===== src/rtl/adder_share_scheduler_pkg.sv =====
// Shared definitions for the single-adder (A+B)+(C+D) scheduler: state encoding
// and the position of each operand inside a packed operand bus.
package adder_share_scheduler_pkg;

    typedef enum logic [2:0] {
        STATE_IDLE      = 3'd0,
        STATE_SUM_LEFT  = 3'd1,
        STATE_SUM_RIGHT = 3'd2,
        STATE_SUM_FINAL = 3'd3,
        STATE_DONE      = 3'd4
    } schedState_t;

    // Slot index of each operand; slot k occupies bits [(k+1)*N-1 : k*N].
    localparam int OPERAND_A = 0;
    localparam int OPERAND_B = 1;
    localparam int OPERAND_C = 2;
    localparam int OPERAND_D = 3;
    localparam int OPERAND_COUNT = 4;

endpackage


===== src/rtl/adder_share_scheduler_shared_adder_stage.sv =====
// Combinational numberOfBits-wide adder; the carry-out is kept separate from
// the wrapped sum so the scheduler can accumulate it as an overflow flag.
module shared_adder_stage #(
    parameter int numberOfBits = 8
) (
    input  logic [numberOfBits-1:0] addendA,
    input  logic [numberOfBits-1:0] addendB,
    output logic [numberOfBits-1:0] sum,
    output logic                    carryOut
);

    assign {carryOut, sum} = {1'b0, addendA} + {1'b0, addendB};

endmodule


===== src/rtl/adder_share_scheduler.sv =====
// Two requesters share one adder: each transaction computes (A+B)+(C+D) over
// three cycles, with round-robin arbitration and a registered handshake.
module adder_share_scheduler
    import adder_share_scheduler_pkg::*;
#(
    parameter int numberOfBits = 8
) (
    input  logic                                    clock,
    input  logic                                    reset,
    input  logic                                    request0,
    input  logic                                    request1,
    input  logic [OPERAND_COUNT*numberOfBits-1:0]   operands0,
    input  logic [OPERAND_COUNT*numberOfBits-1:0]   operands1,
    output logic [1:0]                              grant,
    output logic                                    busy,
    output logic                                    resultValid,
    output logic                                    resultOwner,
    output logic [numberOfBits-1:0]                 result,
    output logic                                    overflow
);

    schedState_t                               state;
    logic [OPERAND_COUNT*numberOfBits-1:0]     operandReg;
    logic [numberOfBits-1:0]                   leftSum;
    logic [numberOfBits-1:0]                   rightSum;
    logic                                      owner;
    logic                                      lastServed;
    logic                                      carryAcc;

    logic [numberOfBits-1:0]                   operandA;
    logic [numberOfBits-1:0]                   operandB;
    logic [numberOfBits-1:0]                   operandC;
    logic [numberOfBits-1:0]                   operandD;

    logic [numberOfBits-1:0]                   addendA;
    logic [numberOfBits-1:0]                   addendB;
    logic [numberOfBits-1:0]                   adderSum;
    logic                                      adderCarry;

    logic                                      pickValid;
    logic                                      pickOwner;

    assign operandA = operandReg[OPERAND_A*numberOfBits +: numberOfBits];
    assign operandB = operandReg[OPERAND_B*numberOfBits +: numberOfBits];
    assign operandC = operandReg[OPERAND_C*numberOfBits +: numberOfBits];
    assign operandD = operandReg[OPERAND_D*numberOfBits +: numberOfBits];

    // Round-robin: on a tie the requester that was not served last wins.
    always_comb begin
        pickValid = request0 | request1;
        pickOwner = 1'b0;
        if (request0 && request1) begin
            pickOwner = ~lastServed;
        end else if (request1) begin
            pickOwner = 1'b1;
        end
    end

    // The single adder's inputs are steered by which phase the FSM is in.
    always_comb begin
        addendA = '0;
        addendB = '0;
        unique case (state)
            STATE_SUM_LEFT: begin
                addendA = operandA;
                addendB = operandB;
            end
            STATE_SUM_RIGHT: begin
                addendA = operandC;
                addendB = operandD;
            end
            STATE_SUM_FINAL: begin
                addendA = leftSum;
                addendB = rightSum;
            end
            default: begin
                addendA = '0;
                addendB = '0;
            end
        endcase
    end

    shared_adder_stage #(
        .numberOfBits(numberOfBits)
    ) sharedAdder (
        .addendA (addendA),
        .addendB (addendB),
        .sum     (adderSum),
        .carryOut(adderCarry)
    );

    always_ff @(posedge clock or posedge reset) begin
        if (reset) begin
            state       <= STATE_IDLE;
            operandReg  <= '0;
            leftSum     <= '0;
            rightSum    <= '0;
            owner       <= 1'b0;
            lastServed  <= 1'b1;
            carryAcc    <= 1'b0;
            grant       <= 2'b00;
            busy        <= 1'b0;
            resultValid <= 1'b0;
            resultOwner <= 1'b0;
            result      <= '0;
            overflow    <= 1'b0;
        end else begin
            unique case (state)
                STATE_IDLE: begin
                    if (pickValid) begin
                        operandReg <= pickOwner ? operands1 : operands0;
                        owner      <= pickOwner;
                        lastServed <= pickOwner;
                        grant      <= pickOwner ? 2'b10 : 2'b01;
                        carryAcc   <= 1'b0;
                        busy       <= 1'b1;
                        state      <= STATE_SUM_LEFT;
                    end
                end
                STATE_SUM_LEFT: begin
                    leftSum  <= adderSum;
                    carryAcc <= carryAcc | adderCarry;
                    grant    <= 2'b00;
                    state    <= STATE_SUM_RIGHT;
                end
                STATE_SUM_RIGHT: begin
                    rightSum <= adderSum;
                    carryAcc <= carryAcc | adderCarry;
                    state    <= STATE_SUM_FINAL;
                end
                STATE_SUM_FINAL: begin
                    result      <= adderSum;
                    overflow    <= carryAcc | adderCarry;
                    resultOwner <= owner;
                    resultValid <= 1'b1;
                    state       <= STATE_DONE;
                end
                STATE_DONE: begin
                    // Arbitration waits for IDLE so grants stay 5 cycles apart.
                    resultValid <= 1'b0;
                    busy        <= 1'b0;
                    state       <= STATE_IDLE;
                end
                default: begin
                    grant       <= 2'b00;
                    busy        <= 1'b0;
                    resultValid <= 1'b0;
                    state       <= STATE_IDLE;
                end
            endcase
        end
    end

endmodule

===== config.mk =====
export PLATFORM = sky130hd
export DESIGN_NAME = adder_share_scheduler
export DESIGN_NICKNAME = d
export VERILOG_FILES = /design/src/rtl/adder_share_scheduler_pkg.sv /design/src/rtl/adder_share_scheduler_shared_adder_stage.sv /design/src/rtl/adder_share_scheduler.sv
export SDC_FILE = /design/constraint.sdc
export NUM_CORES = 1
export LEC_CHECK = 0
export ABC_AREA = 1
export BUFFER_PORTS_ARGS = -buffer_cell sky130_fd_sc_hd__clkbuf_2
export CAP_MARGIN = 20
export CORE_ASPECT_RATIO = 1.25
export CORE_UTILIZATION = 49
export DETAILED_ROUTE_END_ITERATION = 16
export GPL_TIMING_DRIVEN = 0
export MAX_ROUTING_LAYER = met4
export PLACE_DENSITY = 0.85
export RECOVER_POWER = 25
export SLEW_MARGIN = 20
export SYNTH_ARGS = -nofsm -noshare
export SYNTH_HDL_FRONTEND = slang
export SYNTH_SLANG_ARGS = --single-unit

===== constraint.sdc =====
create_clock -name clock -period 2.2 [get_ports clock]
set_clock_uncertainty 0.05 [all_clocks]
set_input_delay 0.11 -clock clock [delete_from_list [all_inputs] [get_ports clock]]
set_output_delay 0.11 -clock clock [all_outputs]
set_load 0.1 [all_outputs]

After elaboration in Yosys (flattened, before gate mapping):

Index checks and enable logic that the tools add are counted.

* register bits after elaboration: 68
* output and inout port bits: 14
* word-level logic and storage cells: 50

* add/sub/neg operators: 1
* eq/ne operators: 5
* mux-type cells: 15
* bitwise operators: 5
* reductions and logical operators: 11

Operators with widths (count)
* $pmux 8 s3: 2
* $mux 32: 1
* $pmux 3 s4: 1
* $add 8x8->9: 1
* $reduce_or 3->1: 3
* $reduce_and 2->1: 4
* $eq 3x2->1 const B: 2
* $pmux 1 s2: 3
* $mux 1: 4
* $mux 2: 2
* $pmux 2 s2: 1
* $eq 3x1->1 const B: 1
* $eq 3x3->1 const B: 1
* $logic_not 3->1: 1
* $mux 3: 1
* $not 1->1: 3
* $ne 2x2->1 const B: 1
* $or 1x1->1: 2
* $reduce_bool 2->1: 1
* $reduce_or 2->1: 1
* $logic_and 1x1->1: 1

Logic depth before layout (Yosys ltp):

Gate-level depths: netlist of the first run.

* word-level depth: 5
* mapped depth: 17
* depth with buffers taken out: 16

Modules after synthesis:

From an unflattened synthesis of the first run, not the netlist that was laid out.

* cells, all modules: 509
* area, all modules: 3621.0 um^2

Modules (own cells, without submodules)
* adder_share_scheduler: instances 1, cells each 450, area an instance 3281.9 um^2, seq. area each 1702.9 um^2
* shared_adder_stage: instances 1, cells each 59, area an instance 339.1 um^2, seq. area each 0.0 um^2

Worst setup path before layout of the first run:

OpenSTA, ideal clock, no wires.

* path type: reg2reg
* start point: register state[2]
* end point: register result[4]
* library setup time: 68 ps
* arrival time: 2187 ps
* required time: 2082 ps
* path slack: -105 ps
* stages on the path, launching flop included: 16
* path buffers: 1
* cells stage by stage: dfrtp_1 -> nor2_2 -> nand2_2 -> inv_1 -> buf_4 -> nand2_1 -> o221ai_1 -> ha_1 -> inv_1 -> fa_1 -> inv_1 -> nand3_1 -> nand3_1 -> xor2_1 -> nand2_1 -> nand2_1

* longest elaborated chain between the ends: 3

RTL lines
* start, declared: line adder_share_scheduler.sv:22 `schedState_t state;`
* start signal, assigned: line adder_share_scheduler.sv:94 `state <= STATE_IDLE;`
* start signal, assigned: line adder_share_scheduler.sv:117 `state <= STATE_SUM_LEFT;`
* start signal, assigned: line adder_share_scheduler.sv:124 `state <= STATE_SUM_RIGHT;`
* $eq 3x2->1 (tied with other cells): line adder_share_scheduler.sv:63, adder_share_scheduler.sv:108
* $pmux 8 s3: line adder_share_scheduler.sv:63 `unique case (state)`
* $add 8x8->9: line adder_share_scheduler_shared_adder_stage.sv:12 `assign {carryOut, sum} = {1'b0, addendA} + {1'b0, addendB};`
* end signal, assigned: line adder_share_scheduler.sv:132 `result <= adderSum;`
* end, declared: line adder_share_scheduler.sv:18 `output logic [numberOfBits-1:0] result,`

Parallel ways exist; a longest one is shown, timed or not.
A chain may end at the register's enable or synchronous reset.

Worst setup path in the final report of the first run:

* start point: register state[1]
* end point: register leftSum[7]

* longest elaborated chain between the ends: 3

RTL lines
* $eq 3x2->1 / $eq 3x1->1 (equally long branches): line adder_share_scheduler.sv:63, adder_share_scheduler.sv:108
* $pmux 8 s3: line adder_share_scheduler.sv:63
* $add 8x8->9: line adder_share_scheduler_shared_adder_stage.sv:12
* end signal, assigned: line adder_share_scheduler.sv:121 `leftSum <= adderSum;`
* end, declared: line adder_share_scheduler.sv:24 `logic [numberOfBits-1:0] leftSum;`

Parallel ways exist; a longest one is shown, timed or not.

==> results.py, run 1 <==
metrics = {
    "place": {
        "portBuffers": 81,
        "dp_slack_ns": -0.3433,
        "gp_congestion": 0.9195,
        "hpwl_mm": 6.885,
    },
    "detailed_routing": {
        "drc": 0,
        "viasPerCell": 5.922,
        "drt-initial-drc-count": 368,
        "vias": 4157,
        "ant_nets": 0,
        "wirelength_mm": 13.89,
        "dr.pass1.iters": 6,
        "drt-wirelength-per-cell_um": 19.78,
    },
    "power_and_ir_drop": {
        "p_leak_nw": 2.764,
        "p_per_area_nw_per_um2": 1847,
        "power_mw": 10.08,
        "p_seq_frac": 0.218,
        "net-switching-power_mw": 5.031,
        "pwr-share-comb": 0.669,
        "ir_drop_mv": 1.193,
        "swShare": 0.4988,
        "pwr-share-clk": 0.113,
        "p_int_mw": 5.054,
    },
    "floorplanning": {
        "start_util": 0.5115,
        "io_pins": 82,
        "core_um2": 7062,
        "die_h_um": 98.00,
        "die_w_um": 78.80,
        "dieArea_um2": 7722,
        "rows": 34,
    },
    "logic_synthesis": {
        "synth.most_common_cell": "nand2_1",
        "ys_seq_elements": 68,
        "synth_top_cell_by_area": "dfrtp_1",
        "syn-cell-area_um2": 3612,
        "syn_inst": 434,
        "syn_area_per_cell_um2": 8.323,
        "yosysSeqAreaShare": 0.4714,
        "synthArstFlopShare": 1.000,
        "syn_nets": 511,
        "synth.top_cells.by_area": "dfrtp_1, nand2_1, o22ai_2",
        "synthTopCellsByCount": "nand2_1, dfrtp_1, inv_1",
        "synth.top_cell.area_share": 0.4641,
        "synth_edf_count": 0,
        "yosysWarnings": 0,
        "synthDistinctLibCells": 32,
        "synthFlopType": "dfrtp_1",
    },
    "global_route": {
        "grt_usage": 0.3510,
        "antenna_found_initial": 1,
        "grt_use_met2": 0.5719,
        "grt-ovfl-total": 0,
        "grtUsageMet1": 0.3650,
        "busiest_layer": "met2",
        "grt_pass1_vias": 4164,
        "grt_pass1_wl_mm": 19.60,
        "met3_usage": 0.08037,
        "grt_max_degree": 38,
    },
    "clock_network": {
        "cts_made_buffers": 9,
        "htree_levels": 3,
        "cts_tree": "built",
        "cts_buffer_depth": 2,
        "cts_sinks": 68,
        "clock_latency_ns": 0.37,
        "cts.root.buffer_cell": "clkbuf_8",
        "cts.clk_slew.worst_paths_ns": 0.08,
    },
    "worst_setup_path": {
        "worstPathMaxFanout": 10,
        "cp.arrival_ns": 2.70,
        "critPathLaunchType": "flop",
        "critPathRequiredTime_ns": 2.46,
        "r2r_slack_ns": -0.24,
        "critPathKind": "reg2reg",
        "worstSetupEndpointType": "flop",
    },
    "layout": {
        "nFillCells": 414,
        "syn2layout_area_growth_pct": 51.16,
        "seqCellArea_um2": 1704,
        "drive_gt1_frac": 0.3895,
        "nNetsFinal": 683,
        "multi_input_area_um2": 1912,
    },
    "sta": {
        "fin_crit_ns": 2.441,
        "fmax_mhz": 409.7,
        "worst_slack_ns": -0.2406,
        "tns_ns": -2.784,
        "tightestPinTransition_ns": 1.175,
        "drv_slew": 0,
        "hold_slack_ns": -0.009464,
        "finalSetupViolations": 19,
        "period_share": 1.109,
        "hold_viol_final": 4,
        "relSlewSlack": 0.2161,
        "rsz0062_at_grt": "true",
    },
    "min_path": {
        "min_path_type": "in2reg",
    },
    "outcome": {
        "status": "finished, violations left",
        "violations": "negative hold slack, negative setup slack",
    },
    "job": {
        "cap_violations": 0,
    },
}
==> per-layer routing <==
layer | part of all wire | routed length, um | vias to the layer above
met4 | 0.082 | 1144 | 0
met2 | 0.50 | 6991 | 333
met5 | 0 | 0 | -
met3 | 0.082 | 1145 | 113
li1 | - | - | 1771
met1 | 0.33 | 4606 | 1940
==> state kept, by name, indices dropped and copies added (netlist names), 2 cells and up <==
signal      cells
grant           2
result          8
operandReg     32
rightSum        8
leftSum         8
state           3
==> kinds of logic (layout without fill, tap and decap cells) <==
logic type	after synthesis	in the layout	synth area share
compound gates	97	97	0.1898
xor+xnor	3	3	0.007275
fa+ha+maj	9	9	0.03325
buf+inv	72	249	0.09214
flops	68	68	0.4714
other cells	0	1	0
simple gates	185	185	0.2061
==> critical path, cell delays in order (launching register included) <==
cell      delay (ns)
dfrtp_1         0.37
inv_2           0.07
nor2_4          0.18
nand2_4         0.09
inv_4           0.07
buf_4           0.10
buf_4           0.18
nand2_1         0.08
o211ai_1        0.09
ha_1            0.35
nand2_4         0.12
inv_2           0.04
a21oi_2         0.18
nand2_1         0.10
nand2_2         0.12
nand3_2         0.10
nand2_1         0.09
==> layout make-up <==
type / count / area share
multi-input cells: 294 / 0.3501
flip-flops and latches: 68 / 0.3121
repair buffers: 161 / 0.2085
inverters: 51 / 0.03781
plain buffers: 21 / 0.03208
clock buffers: 12 / 0.02475
well taps: 90 / 0.02062
clock inverters: 4 / 0.01352
diodes: 1 / 0.0004583
==> placed cells by master (no fill, tap or decap), drive strengths merged <==
| master | count |
|---|---|
| nand2 | 120 |
| clkbuf | 99 |
| dfrtp | 67 |
| o21ai | 57 |
| inv | 50 |
| buf | 48 |
| dlygate4sd3 | 47 |
| nor2 | 42 |
| o22ai | 22 |
| nand3 | 21 |
| ha | 8 |
| o211ai | 7 |
| o221ai | 7 |
| a21oi | 3 |
| clkinv | 3 |
| xnor2 | 2 |
| bufinv | 2 |
| diode | 1 |
| nor3 | 1 |
| xor2 | 1 |
| o31ai | 1 |
| nand4 | 1 |
| fa | 1 |
| dfstp | 1 |
==> power groups by stage <==
stage / Clock [mW] / Sequential [mW] / Combinational (mW)
finish: 1.14 / 2.20 / 6.74
global route: 1.19 / 2.23 / 7.12
CTS: 1.12 / 2.14 / 5.22
detailed placement: 0 / 2.15 / 4.32
global placement: 0 / 2.12 / 4.20
floorplan: 0 / 2.88 / 2.63
==> timing repair <==
action,in CTS,in global routing
hold buffers,47,0
buffers inserted,19,13
gates cloned,0,0
gates resized for setup,29,63
pin swaps,20,24
endpoints found under the hold margin,56,0
endpoints found under the setup margin,20,35
==> metrics by stage <==
stage	cells	area, um2	util
3_3_place_gp	605	4163	0.5895
4_1_cts	688	5142	0.7282
2_1_floorplan	434	3645	-
6_report	702	5460	0.7732
3_5_place_dp	606	4185	0.5927
5_1_grt	702	5460	0.7732
==> path summary, 6_finish.rpt <==
path / from / cells past startpoint / to
worst min register to register: lastServed / 2 / lastServed
worst min-delay path: operands0[2] / 3 / operandReg[2]
worst max register to register: state[1] / 16 / leftSum[7]
max in group asynchronous: reset / 4 / rightSum[5]
min in group asynchronous: reset / 3 / result[0]
worst max-delay path: state[1] / 16 / leftSum[7]
No activity file was read; power rests on OpenSTA's default activity.
==> run 2: changes to the inputs <==
- CORE_UTILIZATION: 49 -> 30
- PLACE_DENSITY: 0.85 -> 0.6
==> run 2 against run 1 <==
Compared with the run above:
- non-clock buffer count decreased by 10
- largest cell class unchanged
- the flow still finishes with violations (negative hold slack, negative setup slack)
- largest power group unchanged
- first-iteration DRC count decreased by 47%
- critical path type unchanged
- sequential cell count unchanged
==> results.py, run 2 (synthesis results as in run 1) <==
metrics = {
    "sta": {
        "tightestPinTransition_ns": 1.177,
        "hold_viol_final": 1,
        "period_share": 1.061,
        "hold_slack_ns": -0.001700,
        "tns_ns": -1.184,
        "finalSetupViolations": 14,
        "fin_crit_ns": 2.335,
        "worst_slack_ns": -0.1352,
        "relSlewSlack": 0.2146,
        "fmax_mhz": 428.2,
        "drv_slew": 0,
        "rsz0062_at_grt": "true",
    },
    "detailed_routing": {
        "viasPerCell": 4.631,
        "dr.pass1.iters": 4,
        "ant_nets": 0,
        "drt-wirelength-per-cell_um": 14.41,
        "drt-initial-drc-count": 195,
        "vias": 3529,
        "drc": 0,
        "wirelength_mm": 10.98,
    },
    "job": {
        "cap_violations": 0,
    },
    "worst_setup_path": {
        "critPathKind": "reg2reg",
        "worstPathMaxFanout": 6,
        "worstSetupEndpointType": "flop",
        "crit_chain": "inv_2 > nor2_4 > nand2_4 > buf_6 > inv_8 > nand2_4 > o211ai_1 > inv_1 > fa_2 > inv_2 > nand3_2 > nand3_4 > xor2_4 > nand2_1 > nand2_1",
        "critPathRequiredTime_ns": 2.43,
        "cp.arrival_ns": 2.57,
        "critPathLaunchType": "flop",
        "slowest_stage": "fa_2",
        "max_stage_delay_ns": 0.43,
    },
    "layout": {
        "final_cell_area_um2": 5543,
        "nNetsFinal": 673,
        "largest_reg_flops": 32,
        "syn2layout_area_growth_pct": 53.45,
        "final_cell_mix": "nand2_1, clkbuf_2, dfrtp_1",
        "multi_input_area_um2": 1879,
        "layoutNonFillerInstCount": 762,
        "seqCellArea_um2": 1704,
        "fin_util": 0.4749,
        "layout_commonest_cell": "nand2_1",
        "largest_register": "operandReg",
        "drive_gt1_frac": 0.3677,
        "nFillCells": 1148,
        "num_antenna_cells": 0,
    },
    "power_and_ir_drop": {
        "p_seq_frac": 0.226,
        "power_mw": 9.464,
        "net-switching-power_mw": 4.442,
        "p_leak_nw": 2.758,
        "ir_drop_mv": 0.5882,
        "p_int_mw": 5.022,
        "p_per_area_nw_per_um2": 1707,
        "pwr-share-comb": 0.620,
        "swShare": 0.4694,
        "pwr-share-clk": 0.154,
    },
    "global_route": {
        "grt-ovfl-total": 0,
        "grt_max_degree": 39,
        "grt_pass1_vias": 3687,
        "grt_pass1_wl_mm": 17.97,
        "antenna_found_initial": 0,
        "grt_usage": 0.1928,
    },
    "place": {
        "hpwl_mm": 7.451,
        "dp_slack_ns": -0.3830,
        "placedInstanceArea_um2": 4274,
        "place_inst": 677,
        "portBuffers": 81,
        "gp_congestion": 0.9073,
    },
    "floorplanning": {
        "start_util": 0.3095,
        "core_um2": 11670,
        "rows": 44,
        "die_w_um": 100.1,
        "io_pins": 82,
        "die_h_um": 124.7,
        "dieArea_um2": 12490,
    },
    "clock_network": {
        "clock_latency_ns": 0.34,
        "cts.root.buffer_cell": "clkbuf_16",
        "htree_levels": 3,
        "cts_sinks": 68,
        "cts_buffer_depth": 2,
        "cts_made_buffers": 9,
        "cts_tree": "built",
        "cts.clk_slew.worst_paths_ns": 0.06,
    },
    "outcome": {
        "violations": "negative hold slack, negative setup slack",
        "status": "finished, violations left",
    },
    "min_path": {
        "min_path_type": "in2reg",
    },
}
-- run 2: cell types whose count changed in the layout (fill, tap and decap cells not counted), moves of 3 or more --
cell           delta
buf_12            +3
clkinvlp_4        +3
nand2_1           +7
o21ai_0           +3
nand3_2           -3
dlygate4sd3_1     -3
nand2_2           -7
buf_4             -7
clkbuf_8          -9
clkbuf_16         +9
-- run 2: cell type report --
cell class / instances / share of cell area
multi-input combinational: 294 / 0.3391
sequential: 68 / 0.3074
timing repair buffer: 151 / 0.1950
clock buffer: 9 / 0.04063
tap: 161 / 0.03634
inverter: 51 / 0.03589
buffer: 21 / 0.03205
clock inverter: 7 / 0.01354
-- run 2: final timing paths --
| kind | cells past startpoint | endpoint | slack, ns | startpoint |
|---|---|---|---|---|
| max reg2reg | 15 | leftSum[4] | -0.14 | state[1] |
| min reg2reg | 2 | lastServed | 0.41 | lastServed |
| max | 15 | leftSum[4] | -0.14 | state[1] |
| max in group asynchronous | 4 | operandReg[7] | 0.31 | reset |
| min | 3 | operandReg[9] | -0.002 | operands0[9] |
| min in group asynchronous | 3 | result[0] | 0.56 | reset |
-- run 2: power groups by stage --
| stage | registers [mW] | clock network, mW | logic (mW) |
|---|---|---|---|
| after floorplan | 2.88 | 0 | 2.63 |
| after global placement | 2.13 | 0 | 4.33 |
| after detailed placement | 2.14 | 0 | 4.39 |
| after CTS | 2.13 | 1.47 | 5.03 |
| after global routing | 2.20 | 1.53 | 6.35 |
| final | 2.14 | 1.46 | 5.87 |
-- run 2: layer usage --
metal  routed length [um]  share of wire  track usage  up-vias
met2                 5526           0.50       0.3223      103
met4                  353          0.032      0.09378        0
met3                  479          0.044      0.02750       26
met1                 4623           0.42       0.2248     1653
met5                    0              0            -        -
li1                     -              -            -     1747
-- run 2: what timing repair did --
action | in CTS | in global routing
hold buffers | 44 | 0
setup buffers | 16 | 9
hold endpoints to repair | 55 | 0
setup endpoints to repair | 23 | 25
gates resized for setup | 26 | 48
pin swaps | 14 | 20
-- run 2: critical path: cells and delay by family, from the launching register on --
kind,cells,cell delay (ns)
XOR/XNOR,1,0.18
AND/OR/NAND/NOR,7,0.66
AO/OA/AOI/OAI,1,0.13
buffers and inverters,5,0.47
adder cells (fa/ha/maj),1,0.43
flip-flops,1,0.36
==> run 3: changes to the inputs <==
- CORE_MARGIN: default -> 4
==> run 3 against run 2 <==
Compared with the run above:
- the flow finishes with violations (negative setup slack)
- critical path depth is the same
- maximum frequency shrank 0.26%
- cell count fell by 0.39%
- critical endpoint is now rightSum[4]
- largest cell class unchanged
==> results.py, run 3 (synthesis results as in run 1) <==
metrics = {
    "outcome": {
        "status": "finished, violations left",
        "violations": "negative setup slack",
    },
    "detailed_routing": {
        "drc": 0,
        "wirelength_mm": 11.39,
        "vias": 3570,
        "ant_nets": 0,
        "drt-initial-drc-count": 242,
        "drt-wirelength-per-cell_um": 15.01,
        "viasPerCell": 4.704,
        "dr.pass1.iters": 4,
    },
    "floorplanning": {
        "rows": 44,
        "die_w_um": 106.1,
        "start_util": 0.3080,
        "core_um2": 11730,
        "io_pins": 82,
        "die_h_um": 130.7,
        "dieArea_um2": 13870,
    },
    "layout": {
        "largest_reg_flops": 32,
        "final_cell_area_um2": 5527,
        "drive_gt1_frac": 0.3746,
        "final_cell_mix": "nand2_1, clkbuf_2, dfrtp_1",
        "fin_util": 0.4713,
        "num_antenna_cells": 0,
        "syn2layout_area_growth_pct": 53.00,
        "layout_commonest_cell": "nand2_1",
        "largest_register": "operandReg",
        "nNetsFinal": 671,
    },
    "worst_setup_path": {
        "critPathRequiredTime_ns": 2.42,
        "critPathLaunchType": "flop",
        "crit_chain": "inv_2 > nor2_4 > nand2_4 > buf_6 > inv_8 > nand2_2 > o211ai_1 > inv_1 > fa_2 > inv_2 > nand3_4 > nand3_4 > xor2_4 > nand2_1 > nand2_1",
        "worstPathMaxFanout": 7,
        "slowest_stage": "fa_2",
        "worstSetupEndpointType": "flop",
        "max_stage_delay_ns": 0.41,
        "cp.arrival_ns": 2.56,
        "critPathKind": "reg2reg",
    },
    "sta": {
        "period_share": 1.064,
        "hold_viol_final": 0,
        "fmax_mhz": 427.1,
        "tightestPinTransition_ns": 0.7506,
        "finalSetupViolations": 17,
        "worst_slack_ns": -0.1413,
        "rsz0062_at_grt": "true",
        "relSlewSlack": 0.4996,
        "drv_slew": 0,
        "fin_crit_ns": 2.341,
    },
    "clock_network": {
        "cts_tree": "built",
        "htree_levels": 3,
        "cts.clk_slew.worst_paths_ns": 0.05,
        "cts_made_buffers": 9,
        "cts_sinks": 68,
        "cts_buffer_depth": 2,
        "clock_latency_ns": 0.34,
        "cts.root.buffer_cell": "clkbuf_16",
    },
    "job": {
        "cap_violations": 0,
    },
    "global_route": {
        "grt_pass1_wl_mm": 18.31,
        "grt-ovfl-total": 0,
        "grt_usage": 0.1747,
        "grt_pass1_vias": 3860,
        "antenna_found_initial": 0,
        "grt_max_degree": 56,
    },
    "place": {
        "dp_slack_ns": -0.3831,
        "placedInstanceArea_um2": 4282,
        "hpwl_mm": 7.690,
        "portBuffers": 81,
        "gp_congestion": 0.9246,
    },
    "power_and_ir_drop": {
        "p_leak_nw": 2.721,
        "power_mw": 9.338,
        "p_per_area_nw_per_um2": 1690,
        "ir_drop_mv": 0.6185,
    },
    "min_path": {
        "min_path_type": "in2reg",
    },
}
[run 3: changes by cell type in the layout (fill, tap and decap cells not counted), moves of 3 or more]
cell,change
inv_2,-3
clkinvlp_4,-3
buf_4,-4
nand2_1,-7
clkbuf_1,+3
nand2_2,+9
[run 3: critical path, delay by kind of cell (launching register included)]
family                     cells  cell delay [ns]
and+or+nand+nor                7             0.66
adders and majority gates      1             0.41
AOI/OAI and AO/OA              1             0.10
buffers and inverters          5             0.48
DFF                            1             0.36
xor gates and xnor gates       1             0.20
[run 3: final timing paths]
kind / slack, ns / depth (start not counted) / start / endpoint
max in group asynchronous: 0.56 / 4 / reset / state[0]
min in group asynchronous: 0.33 / 3 / reset / operandReg[24]
worst min-delay path: 0.003 / 3 / operands1[31] / operandReg[31]
worst max register to register: -0.14 / 15 / state[1] / rightSum[4]
worst min register to register: 0.41 / 2 / lastServed / lastServed
worst max-delay path: -0.14 / 15 / state[1] / rightSum[4]
[run 3: where the power goes]
group	switching, mW	leakage, nW	internal, mW
Clock	0.502	0.140	0.900
Sequential	0.272	0.845	1.86
Combinational	3.64	1.74	2.16
[run 3: repair_timing]
item                       4_1_cts  5_1_grt
setup endpoints to repair       23       20
hold buffers                    45        0
buffers inserted                17        5
cloned                           0        0
hold endpoints to repair        93        0
pin swaps                       20       14
resized for setup               55       22
[run 3: metrics by stage]
stage / TNS [ns] / cells / hold slack (ns)
after floorplan: 0 / 434 / 0.2269
after global placement: -39.83 / 676 / 0.3145
after detailed placement: -3.830 / 677 / 0.001447
after CTS: -0.7843 / 754 / 0.001688
after global routing: -3.716 / 759 / 0.01022
final: -1.507 / 759 / 0.002762
[run 3: layout make-up]
type                    instances  area [um2]
fillers                      1071        6200
well taps                     161       201.4
flip-flops and latches         68        1704
repair buffers                149        1052
inverters                      51       202.7
plain buffers                  21       173.9
clock buffers                  13       250.2
multi-input cells             294        1907
clock inverters                 2       35.03
[run 3: layer usage]
metal,vias up,track usage,share of wire
li1,1740,-,-
met1,1690,0.1998,0.43
met4,0,0.08003,0.036
met3,30,0.02850,0.034
met5,-,-,0
met2,110,0.3018,0.50
